==> src/rtl/ysyx_24090018_mc_seq.sv <==
// Multi-cycle core sequencer: steps each instruction through
// FETCH -> DECODE -> EXEC -> [MEM] -> WB, bounds fetch and memory waits
// with a timeout, and keeps the mcycle/minstret performance counters.
module ysyx_24090018_mc_seq #(
  parameter int CNT_WIDTH = 32,
  parameter int TIMEOUT   = 200
) (
  input  logic                 clk,
  input  logic                 rst_n,
  output logic                 ifu_req_o,
  input  logic                 ifu_rvalid_i,
  output logic                 inst_en_o,
  input  logic                 MemRead_i,
  input  logic                 MemWrite_i,
  input  logic                 RegWrite_i,
  input  logic                 stop_flag_i,
  output logic                 lsu_req_o,
  output logic                 lsu_we_o,
  input  logic                 lsu_done_i,
  output logic                 rf_we_o,
  output logic                 pc_we_o,
  output logic                 halt_o,
  output logic                 err_o,
  output logic [2:0]           state_o,
  output logic [CNT_WIDTH-1:0] mcycle_o,
  output logic [CNT_WIDTH-1:0] minstret_o
);

  typedef enum logic [2:0] {
    IDLE   = 3'd0,
    FETCH  = 3'd1,
    DECODE = 3'd2,
    EXEC   = 3'd3,
    MEM    = 3'd4,
    WB     = 3'd5,
    HALT   = 3'd6,
    ERR    = 3'd7
  } state_t;

  // Last wait-counter value before a missing response becomes an error.
  localparam logic [7:0] WAIT_LAST = 8'(TIMEOUT - 1);

  state_t     state, state_n;
  logic [7:0] wait_cnt;
  logic       reg_write_q;
  logic       timed_out;
  logic       counting;

  assign timed_out = (wait_cnt == WAIT_LAST);
  assign counting  = (state != IDLE) && (state != HALT) && (state != ERR);
  assign state_o   = state;

  // State register.
  // NOTE: sequential state uses non-blocking assignments so every flop
  // samples pre-edge values regardless of block ordering.
  always_ff @(posedge clk or negedge rst_n) begin
    if (!rst_n) state <= IDLE;
    else        state <= state_n;
  end

  // Next-state and output decode; outputs are purely a function of the
  // current state (plus response inputs), so reset forces them low at once.
  always_comb begin
    // NOTE: every output gets a default before the case so no path leaves a
    // signal unassigned, which would otherwise infer a latch.
    state_n   = state;
    ifu_req_o = 1'b0;
    inst_en_o = 1'b0;
    lsu_req_o = 1'b0;
    lsu_we_o  = 1'b0;
    rf_we_o   = 1'b0;
    pc_we_o   = 1'b0;
    halt_o    = 1'b0;
    err_o     = 1'b0;
    unique case (state)
      IDLE:   state_n = FETCH;
      FETCH: begin
        ifu_req_o = 1'b1;
        if (ifu_rvalid_i) begin
          inst_en_o = 1'b1;
          state_n   = DECODE;
        end else if (timed_out) begin
          state_n = ERR;
        end
      end
      DECODE: state_n = stop_flag_i ? HALT : EXEC;
      EXEC:   state_n = (MemRead_i | MemWrite_i) ? MEM : WB;
      MEM: begin
        lsu_req_o = 1'b1;
        lsu_we_o  = MemWrite_i;
        if (lsu_done_i)     state_n = WB;
        else if (timed_out) state_n = ERR;
      end
      WB: begin
        pc_we_o = 1'b1;
        rf_we_o = reg_write_q;
        state_n = FETCH;
      end
      HALT:   halt_o = 1'b1;
      ERR:    err_o  = 1'b1;
      default: state_n = IDLE;
    endcase
  end

  // Wait counter: zeroed on any state change (covers entry to FETCH/MEM),
  // counts each FETCH/MEM cycle spent waiting for a response.
  always_ff @(posedge clk or negedge rst_n) begin
    if (!rst_n)                                wait_cnt <= '0;
    else if (state_n != state)                 wait_cnt <= '0;
    else if ((state == FETCH) || (state == MEM)) wait_cnt <= wait_cnt + 8'd1;
  end

  // Register-write flag is captured only while decode outputs are valid,
  // so WB is immune to the decode stage moving on.
  always_ff @(posedge clk or negedge rst_n) begin
    if (!rst_n)
      reg_write_q <= 1'b0;
    else if ((state == DECODE) || (state == EXEC) || (state == MEM))
      reg_write_q <= RegWrite_i;
  end

  // Performance counters; both wrap naturally at 2^CNT_WIDTH.
  always_ff @(posedge clk or negedge rst_n) begin
    if (!rst_n) begin
      mcycle_o   <= '0;
      minstret_o <= '0;
    end else begin
      if (counting)    mcycle_o   <= mcycle_o + 1'b1;
      if (state == WB) minstret_o <= minstret_o + 1'b1;
    end
  end

endmodule

==> config.mk <==
export PLATFORM = sky130hd
export DESIGN_NAME = ysyx_24090018_mc_seq
export DESIGN_NICKNAME = d
export VERILOG_FILES = /design/src/rtl/ysyx_24090018_mc_seq.sv
export SDC_FILE = /design/constraint.sdc
export NUM_CORES = 1
export LEC_CHECK = 0
export BUFFER_PORTS_ARGS = -buffer_cell sky130_fd_sc_hd__buf_2
export CORE_MARGIN = 8
export CORE_UTILIZATION = 58
export CTS_CLUSTER_SIZE = 24
export DETAILED_ROUTE_END_ITERATION = 12
export GPL_TIMING_DRIVEN = 0
export PLACE_DENSITY = 0.92
export SYNTH_ARGS = -nofsm -noshare
export SYNTH_HDL_FRONTEND = slang
export SYNTH_SLANG_ARGS = --single-unit
export TNS_END_PERCENT = 20
==> constraint.sdc <==
create_clock -name clk -period 3.95 [get_ports clk]
set_input_delay 0.1975 -clock clk [delete_from_list [all_inputs] [get_ports clk]]
set_output_delay 0.1975 -clock clk [all_outputs]
set_load 0.02 [all_outputs]
## Word-level counts from Yosys, hierarchy flattened

Cells that the tools add are included.

- Bits in registers: 76
- Output and inout bits: 75
- Logic and storage cells: 46

- $add $sub $neg: 3
- Equal/unequal tests: 11
- Mux-type cells: 17
- Bitwise gates (word level): 1
- Reduce and logical (&&, ||, !) cells: 9

Operators by type and width:

| kind | count |
|---|---|
| 32-bit by 1-bit adder with 32-bit output, second input constant | 2 |
| 8-bit 2-to-1 mux | 2 |
| 3-bit case mux with 5 select lines | 1 |
| 3-bit == test, second input constant | 4 |
| 3-bit 2-to-1 mux | 4 |
| 1-bit 2-to-1 mux | 10 |
| 8-bit by 1-bit adder with 8-bit output, second input constant | 1 |
| 8-bit == test, second input constant | 1 |
| 3-bit by 2-bit == test with 1-bit output, second input constant | 2 |
| 3-bit != test, second input constant | 2 |
| 3-bit by 1-bit == test with 1-bit output, second input constant | 1 |
| 3-bit logical NOT | 1 |
| 1-bit logical OR | 3 |
| 3-bit != test | 1 |
| 3-bit nonzero test | 1 |
| 1-bit logical AND | 2 |
| 2-bit nonzero test | 1 |
| 2-bit OR reduction | 1 |
| 1-bit OR | 1 |

## Depth between registers and ports, before layout

- Depth after elaboration: 6
- Gate-level depth with buffers: 6

## Worst setup path after synthesis

OpenSTA, ideal clock, no wires.

- Path type: reg-to-reg
- From: reg mcycle_o[11]
- To: reg mcycle_o[26]
- Library setup time: 0.130 ns
- Data arrival time: 1.610 ns
- Setup slack: 2.209 ns
- Stages on the path, launching flop included: 6
- Clock period less this slack: 1.741 ns
- Cell sequence: dfrtp_1 -> and4_1 -> nand4_2 -> nor4_4 -> nand3_1 -> xnor2_1

- Word-level cells in the longest chain between the ends: 1

Ends and longest elaborated chain:

| what | line | text |
|---|---|---|
| start, declared | 25 | `output logic [CNT_WIDTH-1:0] mcycle_o,` |
| start signal, assigned | 128 | `if (counting) mcycle_o <= mcycle_o + 1'b1;` |
| 32-bit by 1-bit adder with 32-bit output | 128 |  |

Every way passes these cells.
A chain may end at the register's enable or synchronous reset.

## Worst setup path after layout

- From: reg state[2] (netlist: state_o[2])
- To: out lsu_we_o

- Word-level cells in the longest chain between the ends: 2

Ends and longest elaborated chain:

| what | line | text |
|---|---|---|
| start, declared | 43 | `state_t state, state_n;` |
| start signal, assigned | 58 | `else state <= state_n;` |
| 3-bit == test | 75 | `unique case (state)` |
| 1-bit 2-to-1 mux | 75 |  |
| end, declared | 18 | `output logic lsu_we_o,` |

Every way passes these cells.

==> results.md <==
- Critical Path RT: 3750 ps
- First-pass GRT wire length: 12.7 mm
- Max-slew headroom at the worst pin: 0.656
- Fmax: 510 MHz
- Peak VDD IR: 0.589 mV
- Crit end category: output pin
- Crit-path max cell delay: 450 ps
- CP Cell Sequence: clkbuf_1, nor2b_1, and3_1, buf_2
- Starting density of the core: 0.606
- Max Slew Vio Count: 0
- Maxcap violations: 0
- Top-Level Pins: 83
- Clock transition at path regs: 70 ps
- DIE AREA: 0.00900 sq mm
- Total Power: 2.26 mW
- Dpl hpwl: 5.75 mm
- Total core area: 0.00596 sq mm
- Port buffer count: 82
- Yosys cell types: 40
- Chip Height: 94.9 um
- DRT Wirelength: 7.80 mm
- Final Hold Vio Count: 0
- Setup Slack @ Placement: 2020 ps
- Final setup TNS: 0 ps
- Inserted Clock Buffers: 9
- Finish-stage setup viols: 0
- Largest net degree at the start of global routing: 74
- Remaining routing DRC violations: 0
- CP Max Fanout: 10
- Post-route cell area: 0.00433 sq mm
- Layout cells sized above 1: 0.271
- Vias per cell: 5.59
- Total iterations of the first detailed-routing run: 4
- Synth Register Bits: 76
- Layout area overhead: 20.1%
- Placed Area: 0.00414 sq mm
- Pleak: 2.23 nW
- YS warnings: 0
- H-tree Lvls: 3
- # diodes: 0
- Post-cts resize count: 0
- Family with the most delay on the worst path: buffers and inverters
- Gr usage total: 0.176
- Critical Path AT: 1770 ps
- Clock tree from TritonCTS: done
- Outcome: finished, final reports clean
- Detailed Route Iter0 Violations: 91
- Syn_nets: 336
- Crit path time final: 1960 ps
- CP Buf/Inv Count: 2
- Final ANT Viol Nets: 0
- Wirelength per Cell: 15.6 um
- Initial antenna violation count: 0
- Clock tree sinks: 76
- Post-CTS setup-driven buffer insertion count: 0
- Tightest Pin Transition: 515 ps
- Total grt overflow: 0
- Die Width: 94.9 um
- RSZ-0062 raised after global routing: no
- Row Count: 28
- Post-Syn Area: 0.00361 sq mm
- Vias in the first global route: 2782
- Seq/Total Area, Yosys: 0.527
- Critical Path Slowest Stage Cell: dfrtp_1
- Final Net Count: 431
- Syn Inst Count: 325
- CP Class: flip-flop to output pin
- Type of origin of the critical path: flip-flop
- Final period util: 0.497
- Min setup slack post-route: 1990 ps
- Clock buffer depth: 2
- Skew-Pair Late Insertion Delay: 340 ps
- Pwr/cell area: 521 mW/mm^2
- Hold buffers post-CTS: 1
- Max Clock Skew: 13.8 ps
- Hold Path Class: primary input to flip-flop
- WHS: 90.9 ps
- Avg Cell Area, Syn: 11.1 sq um
- Routed via count: 2787
- GPL Wtd Cong: 0.859
- Root Buffer: clkbuf_8
-- cell type report --
class / count / area, sq um
repair buffers: 84 / 450
fillers: 414 / 1620
inverters: 5 / 18.8
multi-input cells: 240 / 1670
clock inverters: 5 / 53.8
clock buffers: 10 / 128
well taps: 75 / 93.8
flip-flops and latches: 76 / 1900
plain buffers: 4 / 20.0
-- cells in the mapped netlist, drive strengths merged --
cell    count  area share
nand2      32       0.033
nor2       26       0.027
a21oi       6      0.0083
a31oi       1      0.0017
nand4b      1      0.0024
or3         1      0.0017
nor4b       1      0.0042
a21o        2      0.0042
and2        2      0.0042
o21ai       4      0.0066
inv         5      0.0052
nor4        3       0.018
dfrtp      76        0.53
nor2b       6       0.010
mux2        2      0.0062
a211oi      2      0.0042
xnor2      48        0.12
nand3      24       0.035
a221oi      1      0.0024
and4        8       0.019
xor2       21       0.051
nand2b      4      0.0069
and4b       1      0.0028
ha          3       0.010
nand4      20       0.046
and3       10       0.017
clkbuf      2      0.0021
buf         2      0.0035
nand3b      1      0.0021
a221o       1      0.0028
or2         1      0.0017
nor3        7       0.012
mux2i       1      0.0028
-- worst reg2reg max path, stage by stage, from the launching register on --
cell	delay, ps
dfrtp_1	390
ha_1	230
nand4b_1	130
nor4b_2	510
a21oi_1	150
o21ai_2	330
nor2_1	90
-- registers in the layout, indices dropped and copies added, names as in the netlist --
name         count
mcycle_o        32
minstret_o      32
reg_write_q      1
state_o          3
wait_cnt         8
-- through the flow --
stage / util / cells
2_1_floorplan: - / 325
3_3_place_gp: 0.690 / 482
3_5_place_dp: 0.695 / 483
4_1_cts: 0.728 / 499
5_1_grt: 0.728 / 499
6_report: 0.728 / 499
-- cell families after synthesis --
logic type	count (synthesis)	share of synthesized area
AND/OR/NAND/NOR	148	0.245
flip-flops	76	0.527
XOR/XNOR	69	0.168
AO/OA/AOI/OAI	17	0.0302
buffers and inverters	9	0.0108
multiplexers	3	0.00902
adder cells (fa/ha/maj)	3	0.0104
-- worst paths after layout --
check / startpoint / to / slack (ps) / cells after the start
worst min-delay path: RegWrite_i / reg_write_q / 90 / 2
min in group asynchronous: rst_n / minstret_o[7] / 210 / 2
worst max register to register: wait_cnt[0] / wait_cnt[1] / 1990 / 6
worst max-delay path: state_o[2] / lsu_we_o / 1990 / 4
max in group asynchronous: rst_n / mcycle_o[5] / 3190 / 3
worst min register to register: minstret_o[31] / minstret_o[31] / 470 / 1
-- metal layers --
layer,up-vias,global-route usage,wire length [um]
li1,1323,-,-
met1,1372,0.210,3390
met2,83,0.307,3880
met3,9,0.0333,428
met4,0,0.0663,100
met5,-,0,0
-- layout by cell type (no fill, tap or decap), types with 2 or more instances in the layout --
cell type  netlist  layout
nor2b_1          6       6
a211oi_1         2       2
nor4_4           3       3
clkinv_2         0       3
xnor2_1         48      48
inv_1            5       5
nor2_1          26      26
xor2_1          21      21
nor3_2           2       2
dfrtp_1         76      76
nand2_1         32      32
and4_1           8       8
o21ai_0          3       3
nand4_4          2       2
nand4_2          2       2
nand2b_1         4       4
a21oi_1          6       6
nand4_1         16      16
nor3_1           5       5
nand3_1         23      23
and3_1          10      10
clkbuf_1         2       3
buf_2            1      82
clkbuf_8         0       9
buf_4            1       2
ha_1             3       3
a21o_1           2       2
mux2_2           2       2
-- report_power, final --
group	internal, mW	switching [mW]
clock network	0.286	0.271
logic	0.270	0.452
registers	0.865	0.113
(Power assumes the default switching activity.)
